File: src/rtl/ram_bank.sv
// ram_bank: DEPTH x WIDTH register file with a registered read port
// and a one-word-per-cycle zero-fill sweep triggered by clear.
module ram_bank #(
    parameter int WIDTH  = 16,
    parameter int DEPTH  = 64,
    parameter int ADDR_W = $clog2(DEPTH)
) (
    input  logic              clk,
    input  logic              rst_n,
    input  logic [WIDTH-1:0]  in,
    input  logic [ADDR_W-1:0] address,
    input  logic              load,
    input  logic              rd,
    input  logic              clear,
    output logic [WIDTH-1:0]  out,
    output logic              out_valid,
    output logic              busy
);

    typedef enum logic {
        IDLE  = 1'b0,
        CLEAR = 1'b1
    } state_t;

    state_t            state;
    state_t            state_nxt;
    logic [ADDR_W-1:0] cnt;
    logic [WIDTH-1:0]  mem [DEPTH];

    logic              start;
    logic              wr_en;
    logic              rd_en;
    logic              sweep;
    logic              last;

    assign last = (cnt == ADDR_W'(DEPTH - 1));

    // State register
    always_ff @(posedge clk or negedge rst_n) begin
        if (!rst_n)
            state <= IDLE;
        else
            state <= state_nxt;
    end

    // Next-state logic: clear starts a sweep, last word ends it
    always_comb begin
        state_nxt = state;
        unique case (state)
            IDLE:    if (clear) state_nxt = CLEAR;
            CLEAR:   if (last)  state_nxt = IDLE;
            default: state_nxt = IDLE;
        endcase
    end

    // Output/enable decode; clear in IDLE masks load and rd
    always_comb begin
        busy  = 1'b0;
        sweep = 1'b0;
        start = 1'b0;
        wr_en = 1'b0;
        rd_en = 1'b0;
        unique case (state)
            IDLE: begin
                start = clear;
                wr_en = load & ~clear;
                rd_en = rd & ~clear;
            end
            CLEAR: begin
                busy  = 1'b1;
                sweep = 1'b1;
            end
            default: ;
        endcase
    end

    // Sweep counter: zeroed on start, advances one word per sweep cycle
    always_ff @(posedge clk or negedge rst_n) begin
        if (!rst_n)
            cnt <= '0;
        else if (start)
            cnt <= '0;
        else if (sweep)
            cnt <= cnt + 1'b1;
    end

    // Storage: per-word enable from either the write port or the sweep
    always_ff @(posedge clk or negedge rst_n) begin
        if (!rst_n) begin
            for (int i = 0; i < DEPTH; i++)
                mem[i] <= '0;
        end else begin
            for (int i = 0; i < DEPTH; i++) begin
                if (sweep && cnt == ADDR_W'(i))
                    mem[i] <= '0;
                else if (wr_en && address == ADDR_W'(i))
                    mem[i] <= in;
            end
        end
    end

    // Read port: read-first, so out sees the pre-write word
    always_ff @(posedge clk or negedge rst_n) begin
        if (!rst_n) begin
            out       <= '0;
            out_valid <= 1'b0;
        end else begin
            out_valid <= rd_en;
            if (rd_en)
                out <= mem[address];
        end
    end

endmodule

File: config.mk
export PLATFORM = sky130hd
export DESIGN_NAME = ram_bank
export DESIGN_NICKNAME = d
export VERILOG_FILES = /design/src/rtl/ram_bank.sv
export SDC_FILE = /design/constraint.sdc
export NUM_CORES = 2
export LEC_CHECK = 0
export ABC_AREA = 1
export CORE_AREA = 2 2 343 378
export DETAILED_ROUTE_END_ITERATION = 6
export DIE_AREA = 0 0 345 380
export GPL_TIMING_DRIVEN = 0
export PLACE_DENSITY = 0.52
export SYNTH_ARGS = -nofsm -noshare
export SYNTH_HDL_FRONTEND = slang
export SYNTH_SLANG_ARGS = --single-unit
export TNS_END_PERCENT = 30
File: constraint.sdc
create_clock -name clk -period 2.83 [get_ports clk]
set_clock_uncertainty 0.15 [all_clocks]
set_input_delay 0.566 -clock clk [delete_from_list [all_inputs] [get_ports clk]]
set_output_delay 0.566 -clock clk [all_outputs]
set_load 0.005 [all_outputs]
==> impl_metrics.tcl <==
set metrics [dict create \
    synth-xor-area-share_pct 0 \
    final_antenna_net_count 0 \
    min_period_ns 3.00 \
    stdcell_count 8557 \
    muxShareOfSynthArea_pct 0 \
    hold_viol 0 \
    power_density_mw_per_mm2 671 \
    critPathMaxFanout 12 \
    clock_latency_ns 0.79 \
    tightest_slew_ns 1.63 \
    die_x_um 345 \
    synth_enable_flop_cells 0 \
    setup_ws_ns -0.167 \
    crit_slowest_cell "clkbuf_1" \
    setup_violations 113 \
    hold_class "primary input to async pin" \
    clockRootBuffer "clkbuf_16" \
    timing.fmax_mhz 334 \
    grt_max_degree 166 \
    grt_pass1_vias 48300 \
    fp-row-count 137 \
    start_util_pct 39.9 \
    rr_startpoint "cnt[0]$_DFFE_PN0P_" \
    cts_buffer_depth 3 \
    clk_pin_slew_ns 0.06 \
    io_pins 45 \
    p_total_uw 39400 \
    drv_slew 113 \
    die_y_um 380 \
    yosysTopAreaCell "dfrtp_1" \
    seq_area_sq_mm 0.0262 \
    placed_cells 8300 \
    synthSimpleGateAreaFrac_pct 26.5 \
    cts_tree "done" \
    post_dp_cell_area_sq_mm 0.0537 \
    layout-drive-gt1-share_pct 10.7 \
    ff2ff_setup_slack_ns -0.06 \
    relSlewSlack_pct -8.49 \
    violations "design-rule violations, max-capacitance violations, max-slew violations, negative setup slack" \
    yosys.area.top_type_share_pct 51.8 \
    fillers 13200 \
    portBuffers 41 \
    synth_fp_nets 6597 \
    synth_cells 6566 \
    syn_area_sq_mm 0.0506 \
    status "finished, violations left" \
    vias_per_cell 6.17 \
    multi_input_area_sq_mm 0.0210 \
    pre_cts_ws_ns -2.41 \
    place_hpwl_um 229000 \
    grt_usage_pct 47.1 \
    arrival_ns 3.42 \
    synth_ff_type "dfrtp_1" \
    vias 52800 \
    rsz0062_at_grt "yes" \
    cp-end-kind "flip-flop" \
    avgRoutedWirePerCell_um 36.9 \
    path_class "primary input to flip-flop" \
    grt_pass1_wl_um 420000 \
    cts_sinks 1048 \
    yosys.area_share.adder_pct 0.0989 \
    reg2reg_depth 7 \
    drt_pass1_iterations 7 \
    cp-start-kind "primary input" \
    synth_compound_area_share_pct 14.2 \
    crit_chain "clkdlybuf4s50_1, inv_1, clkbuf_1, o21ai_0" \
    yosys-top-cells-area "dfrtp_1 52%, nand2_1 15%, o21ai_0 8.9%" \
    grt_antenna_before_repair 45 \
    yosysWarningCount 0 \
    synth-seq-cells 1048 \
    synth_most_common_cell "nand2_1" \
    drc 5 \
    r2r_end "mem[776]$_DFFE_PN0P_" \
    gp_congestion 1.08 \
    crit_end "mem[428]$_DFFE_PN0P_" \
    cp.required_ns 3.26 \
    wirelength_um 315000 \
    ys_seq_area_share_pct 51.8 \
    cts_buffers 119 \
    nNetsFinal 6801 \
    cpPeakStageDelay_ns 1.22 \
    yosysUniqueCellTypes 29 \
    async_flop_share_pct 100 \
    synth.avg_cell_area_sq_um 7.70 \
    area_growth_pct 16.3 \
    gr-total-overflow 0 \
    drtIter0Drc 8134 \
    synth_top_family_by_area "simple AND/OR/NAND/NOR gates" \
    power.leakage_uw 0.0277 \
    worstSetupStartpoint "in[12]" \
    htreeDepth 3 \
    maxCapViolations 10 \
    die_area_sq_mm 0.131 \
    fin_area_sq_mm 0.0588 \
    fp.coreArea_sq_mm 0.127 \
    finalCritPeriodShare_pct 106 \
    synthTopCellsByCount "2046 x nand2_1, 1048 x dfrtp_1, 904 x o21ai_0" \
    ir_drop_v 0.000590 \
]
## where the power goes
group | internal (uW) | total [uW] | switching [uW]
clock | 9940 | 17000 | 7050
combinational | 1430 | 6430 | 5000
sequential | 15600 | 16000 | 446
## cells in the final DEF, fill, tap and decap left out, types with 27 or more instances in the layout
cell                n
o22ai_1           246
buf_4              33
nor2_1            336
dfrtp_1          1046
nor2_4             31
o21ai_0           869
buf_2             142
inv_2              57
clkbuf_16         122
nand4_1            32
nand2_2            31
clkbuf_4           27
clkdlybuf4s50_1    34
a21oi_1            28
nand3_1           714
o21ai_1           192
clkbuf_1          211
clkbuf_2           88
inv_1             357
clkbuf_8           34
nor2_2             37
nand2_1          2041
## timing repair
item | 4_1_cts | 5_1_grt
buffers inserted | 4 | 8
hold buffers | 2 | 0
endpoints found under the setup margin | 937 | 682
pin swaps | 4 | 4
resized for setup | 216 | 117
cloned | 0 | 2
endpoints found under the hold margin | 81 | 0
## worst min-delay path by stage
stage	startpoint	to	slack (ns)	cells past startpoint
after CTS	rst_n	mem[201]$_DFFE_PN0P_	0.33	3
final	rst_n	mem[201]$_DFFE_PN0P_	0.34	3
after global placement	mem[996]$_DFFE_PN0P_	mem[996]$_DFFE_PN0P_	0.34	2
after floorplan	rst_n	cnt[0]$_DFFE_PN0P_	0.12	0
after global routing	mem[1]$_DFFE_PN0P_	mem[1]$_DFFE_PN0P_	0.37	2
after detailed placement	rst_n	mem[201]$_DFFE_PN0P_	0.34	1
## flip-flops by register name, summed over array words and instances, names as in the netlist
| signal | count |
|---|---|
| state | 1 |
| cnt | 6 |
| out_valid | 1 |
| mem | 1024 |
| out | 16 |
## worst max-delay path: cells and delay by family
family / cells / cell delay [ns]
AOI/OAI and AO/OA: 1 / 0.29
buffers and inverters: 3 / 2.54
## metal layers
metal | track usage [%] | vias to the layer above | part of all wire [%]
met5 | 0 | - | 0.035
met4 | 38.0 | 14 | 9.3
met3 | 15.9 | 938 | 13
met2 | 64.5 | 3683 | 40
met1 | 60.4 | 26200 | 38
li1 | - | 21900 | -
## per-stage QoR
stage / util (%) / setup TNS [ns] / hold slack (ns)
detailed placement: 42.3 / -982.26 / 0.340
global route: 46.3 / -0.180 / 0.373
finish: 46.4 / -6.89 / 0.338
global placement: 41.8 / - / 0.340
floorplan: - / 0 / 0.120
CTS: 46.0 / -0.0872 / 0.333
## cell type report
type / instances / share of cell area [%]
Clock inverter: 47 / 1.16
Multi-Input combinational cell: 4600 / 35.7
Inverter: 420 / 2.70
Clock buffer: 170 / 5.95
Timing Repair Buffer: 83 / 2.04
Tap cell: 1668 / 3.55
Antenna cell: 23 / 0.0979
Buffer: 498 / 4.23
Sequential cell: 1048 / 44.6
## cell families (layout without fill, tap and decap cells)
logic type | after synthesis | count (layout)
buf+inv | 918 | 1218
simple gates | 3234 | 3234
fa+ha+maj | 4 | 4
other cells | 0 | 23
compound gates | 1362 | 1362
flops | 1048 | 1048
(Power assumes the default switching activity.)
